==> config.mk <==
export PLATFORM = sky130hd
export DESIGN_NAME = vc_output_arbiter
export DESIGN_NICKNAME = d
export VERILOG_FILES = /design/src/rtl/vc_output_arbiter.sv
export SDC_FILE = /design/constraint.sdc
export NUM_CORES = 1
export LEC_CHECK = 0
export CAP_MARGIN = 20
export CORE_MARGIN = 2
export CORE_UTILIZATION = 36
export DETAILED_ROUTE_END_ITERATION = 10
export HOLD_SLACK_MARGIN = 0.05
export PLACE_DENSITY = 0.87
export SYNTH_ARGS = -nofsm -noshare
export SYNTH_HDL_FRONTEND = slang
export SYNTH_SLANG_ARGS = --single-unit
==> constraint.sdc <==
create_clock -name clk -period 3.15 [get_ports clk]
set_input_delay 0.315 -clock clk [delete_from_list [all_inputs] [get_ports clk]]
set_output_delay 0.315 -clock clk [all_outputs]
set_load 0.1 [all_outputs]
==> src/rtl/vc_output_arbiter.sv <==
// Round-robin output arbiter over NUM_VC buffer heads with wormhole lock and a one-entry output register.
// Optional protocol checking is enabled by defining VC_ARB_ERRCHK_EN; otherwise err_o is tied low.
module vc_output_arbiter #(
    parameter int NUM_VC  = 4,
    parameter int FLIT_W  = 34,
    parameter int VC_ID_W = 2
) (
    input  logic                     clk,
    input  logic                     arst,
    input  logic [NUM_VC*FLIT_W-1:0] vc_fdata_i,
    input  logic [NUM_VC-1:0]        vc_valid_i,
    output logic [NUM_VC-1:0]        vc_ready_o,
    output logic [FLIT_W-1:0]        fdata_o,
    output logic [VC_ID_W-1:0]       vc_id_o,
    output logic                     valid_o,
    input  logic                     ready_i,
    output logic                     err_o
);

    typedef enum logic {
        ST_IDLE,
        ST_LOCKED
    } state_t;

    localparam logic [1:0] FT_HEAD = 2'b00;
    localparam logic [1:0] FT_TAIL = 2'b11;

    state_t               state_q, state_d;
    logic [VC_ID_W-1:0]   owner_q, owner_d;
    logic [VC_ID_W-1:0]   rr_ptr_q, rr_ptr_d;
    logic [VC_ID_W-1:0]   vc_id_q, vc_id_d;
    logic [FLIT_W-1:0]    fdata_q, fdata_d;
    logic                 valid_q, valid_d;

    logic [VC_ID_W-1:0]   grant;
    logic [VC_ID_W-1:0]   scan_idx;
    logic                 grant_vld;
    logic                 load;
    logic                 pop;
    logic [FLIT_W-1:0]    flit_sel;
    logic [1:0]           ftype;
    logic [FLIT_W-1:0]    vc_flit [NUM_VC];

    assign load = ~valid_q | ready_i;
    assign pop  = load & grant_vld & ~arst;

    generate
        for (genvar gi = 0; gi < NUM_VC; gi++) begin : g_vc
            assign vc_flit[gi]    = vc_fdata_i[gi*FLIT_W +: FLIT_W];
            assign vc_ready_o[gi] = pop && (grant == VC_ID_W'(gi));
        end
    endgenerate

    // Scan downward so the VC closest to rr_ptr is the last one written, i.e. the winner.
    always_comb begin
        grant     = '0;
        grant_vld = 1'b0;
        scan_idx  = '0;
        if (state_q == ST_LOCKED) begin
            grant     = owner_q;
            grant_vld = vc_valid_i[owner_q];
        end else begin
            for (int i = NUM_VC - 1; i >= 0; i--) begin
                scan_idx = rr_ptr_q + VC_ID_W'(i);
                if (vc_valid_i[scan_idx]) begin
                    grant     = scan_idx;
                    grant_vld = 1'b1;
                end
            end
        end
    end

    assign flit_sel = vc_flit[grant];
    assign ftype    = flit_sel[FLIT_W-1 -: 2];

    always_comb begin
        state_d  = state_q;
        owner_d  = owner_q;
        rr_ptr_d = rr_ptr_q;
        valid_d  = valid_q;
        fdata_d  = fdata_q;
        vc_id_d  = vc_id_q;
        if (pop) begin
            fdata_d = flit_sel;
            vc_id_d = grant;
            valid_d = 1'b1;
            if (state_q == ST_IDLE) begin
                if (ftype == FT_HEAD) begin
                    state_d = ST_LOCKED;
                    owner_d = grant;
                end else begin
                    rr_ptr_d = grant + VC_ID_W'(1);
                end
            end else if (ftype == FT_TAIL) begin
                state_d  = ST_IDLE;
                rr_ptr_d = owner_q + VC_ID_W'(1);
            end
        end else if (ready_i) begin
            valid_d = 1'b0;
        end
    end

    always_ff @(posedge clk) begin
        if (arst) begin
            state_q  <= ST_IDLE;
            owner_q  <= '0;
            rr_ptr_q <= '0;
            valid_q  <= 1'b0;
            fdata_q  <= '0;
            vc_id_q  <= '0;
        end else begin
            state_q  <= state_d;
            owner_q  <= owner_d;
            rr_ptr_q <= rr_ptr_d;
            valid_q  <= valid_d;
            fdata_q  <= fdata_d;
            vc_id_q  <= vc_id_d;
        end
    end

    assign fdata_o = fdata_q;
    assign vc_id_o = vc_id_q;
    assign valid_o = valid_q;

`ifdef VC_ARB_ERRCHK_EN
    logic err_q, err_d;

    // Flag a non-head opening a packet, or a head arriving inside one.
    always_comb begin
        err_d = err_q;
        if (pop && (((state_q == ST_IDLE) && (ftype != FT_HEAD)) ||
                    ((state_q == ST_LOCKED) && (ftype == FT_HEAD)))) begin
            err_d = 1'b1;
        end
    end

    always_ff @(posedge clk) begin
        if (arst) begin
            err_q <= 1'b0;
        end else begin
            err_q <= err_d;
        end
    end

    assign err_o = err_q;
`else
    assign err_o = 1'b0;
`endif

endmodule

==> impl_metrics.toml <==
[status]
status = "completed"

[floorplanning]
die_area_sq_um = 8270
io_pins = 185
die_h_um = 90.9
rows = 31
initial_core_util_pct = 37.3
core-area_sq_um = 7290
die_w_um = 90.9

[sta]
tightest_slew_ps = 1030
setup_viol = 0
clock_skew_ps = 3.47
hold_violations = 0
fin_crit_ps = 2940
maxSlewViolCount = 0
whs_ps = 458
period_share_pct = 93.4
tns_ps = 0
slew_headroom_pct = 31.3
fmax_ghz = 0.340
fin_ws_ps = 209
grt_setup_unrepaired = "no"

[yosys]
ys_ff_latch = 42
syn_area_per_cell_sq_um = 6.21
syn_area_sq_um = 2720
synth_edf_count = 0
synth.distinct_cells = 35
synth_top_area_cell = "dfxtp_1"
ys_async_sr_fraction_pct = 0
synthFlopType = "dfxtp_1"
netlist_instances = 438
synth_top_area_share_pct = 30.9
syn-num-nets = 585
synth.area.top_cells = "dfxtp_1 31%, nand2_1 23%, nand3_1 18%, a21oi_1 7.2%, clkbuf_1 3.0%"
synth_most_common_cell = "nand2_1"
synth_common_cells = "167 x nand2_1, 96 x nand3_1, 42 x dfxtp_1"
synth_warnings = 0
yosysSeqAreaShare_pct = 30.9

[cells_and_area]
fin_nets = 754
final_layout_size_suffix_gt1_share_pct = 5.92
syn_to_final_growth_pct = 76.3
n_antenna_cell = 0
final_util_pct = 65.8

[critical_path]
crit_start = "vc_valid_i[2]"
criticalPathCategory = "in -> out"
startpoint_type = "input port"
required_ps = 2830
r2r_end = "rr_ptr_q[1]"
r2r_start = "rr_ptr_q[1]"
crit_path_end_kind = "output pin"
arrival_ps = 2630
reg2regPathDepth = 8
worstPathMaxFanout = 30
reg2reg_setup_slack_ps = 640

[place]
pre_cts_ws_ps = 150
port_buffers = 183
dp_hpwl_um = 7670
gp_routability_congestion = 0.879

[power]
leakagePower_nw = 1.94
power_density_nw_per_um2 = 812
swShare_pct = 55.3
seqPwrFrac_pct = 19.1
p_switching_mw = 2.15
intPower_mw = 1.74
ir_drop_v = 0.000317
p_clk_share_pct = 10.8
p_comb_share_pct = 70.1

[routing]
wl_um = 9920
avgViaCountPerCell = 5.10
antenna_left = 0
avgRoutedWirePerCell_um = 14.0
drt_iter0_drc = 107
remaining_drc_errors = 0
vias = 3607
first_pass_iters = 4

[min_path]
hold_path.class = "reg -> reg"
whs_endpoint = "fdata_o[5]"
worstHoldStart = "fdata_o[5]"
whs_path_depth = 2

[grt]
antenna_found_initial = 0
grt_max_degree = 41
gr-total-overflow = 0
grt_pass1_wl_um = 15600
grt.total_usage_pct = 22.9
grt_pass1_vias = 3423

[run]
max_cap_viol_count = 0

[cts]
htreeDepth = 2
cts-buffers-inserted = 5
cts_tree = "built"
clock_path_buffers = 2
post_cts_resized = 0
clock_latency_ps = 290
clock-sinks = 42
postCtsSetupBuffers = 0
cts_hold_buf = 0
path_clk_slew_ps = 80
root_buffer = "clkbuf_8"
[worst max-delay path by stage]
| stage | to | slack [ps] | depth (start not counted) |
|---|---|---|---|
| after floorplan | vc_ready_o[0] | 410 | 5 |
| after global placement | rr_ptr_q[1] | 300 | 9 |
| after detailed placement | rr_ptr_q[1] | 150 | 9 |
| after CTS | vc_ready_o[2] | 210 | 9 |
| after global routing | vc_ready_o[0] | 50 | 9 |
| final | vc_ready_o[2] | 210 | 9 |
[final cells by class]
cell class,instances,area (sq um)
Clock buffer,5,68.8
Clock inverter,3,40.0
Fill cell,670,2500
Inverter,14,52.6
Multi-Input combinational cell,349,1710
Sequential cell,42,841
Tap cell,99,124
Timing Repair Buffer,195,1960
[critical path: stages]
cell	delay, ps
clkdlybuf4s50_1	600
and3b_1	220
a211oi_1	290
o221ai_2	160
nand2_2	150
buf_4	320
ha_1	200
and2_1	180
buf_12	190
[stage by stage]
stage | cells | cell area (sq um) | total power [mW]
finish | 707 | 4800 | 3.89
global route | 707 | 4800 | 4.15
CTS | 707 | 4800 | 3.91
detailed placement | 699 | 4690 | 3.49
global placement | 699 | 4690 | 3.42
floorplan | 438 | 2720 | 2.74
[power groups by stage]
stage                     clock network, mW  logic, mW  registers, mW
after global routing                  0.447       2.93          0.763
final                                 0.420       2.73          0.744
after CTS                             0.428       2.74          0.745
after detailed placement                  0       2.73          0.758
after floorplan                           0       1.18           1.56
after global placement                    0       2.67          0.751
[kinds of logic after synthesis]
group / count (synthesis) / synth area share (%)
other: 1 / 0.138
multiplexers: 5 / 3.22
buffers and inverters: 47 / 6.72
adder cells (fa/ha/maj): 5 / 2.25
AND/OR/NAND/NOR: 286 / 45.4
flip-flops: 42 / 30.9
AO/OA/AOI/OAI: 52 / 11.4
[flip-flops by register name, indices dropped and copies added (netlist names)]
register and flops:
valid_o 1, owner_q 2, rr_ptr_q 2, state_q 1, fdata_o 34, vc_id_o 2
[cells in the final DEF (no fill, tap or decap)]
master	synthesis	routed
and3b_1	1	1
inv_2	2	3
buf_12	0	4
a21oi_1	39	39
ha_1	4	4
mux2i_1	2	2
clkbuf_8	0	5
o21a_1	2	2
a211oi_1	3	3
dfxtp_1	42	42
o221ai_2	1	1
nor2_2	1	1
mux4_2	3	3
nor2b_1	2	2
o21ai_0	2	1
conb_1	1	1
a21o_1	1	1
a21boi_0	1	1
clkinv_2	0	2
nand2_1	167	167
nor4_1	1	1
nor2_1	8	8
maj3_2	1	1
nor3b_1	1	1
bufinv_16	0	1
o21ai_4	0	1
a221oi_1	1	1
buf_4	1	12
or3_1	1	1
o31ai_4	1	1
nand2_2	1	1
o22ai_1	1	1
inv_1	12	11
nand2b_1	2	2
nand4_1	1	1
and2_1	4	4
clkdlybuf4s50_1	0	179
nand3_1	96	96
[routing by layer]
metal	part of all wire, %	routed length [um]	global-route usage, %
met5	0	0	0
met4	1.6	161	5.68
met3	6.9	687	6.09
met2	53	5240	44.8
met1	39	3830	24.0
Note: power is estimated with default switching activity, not from simulation.
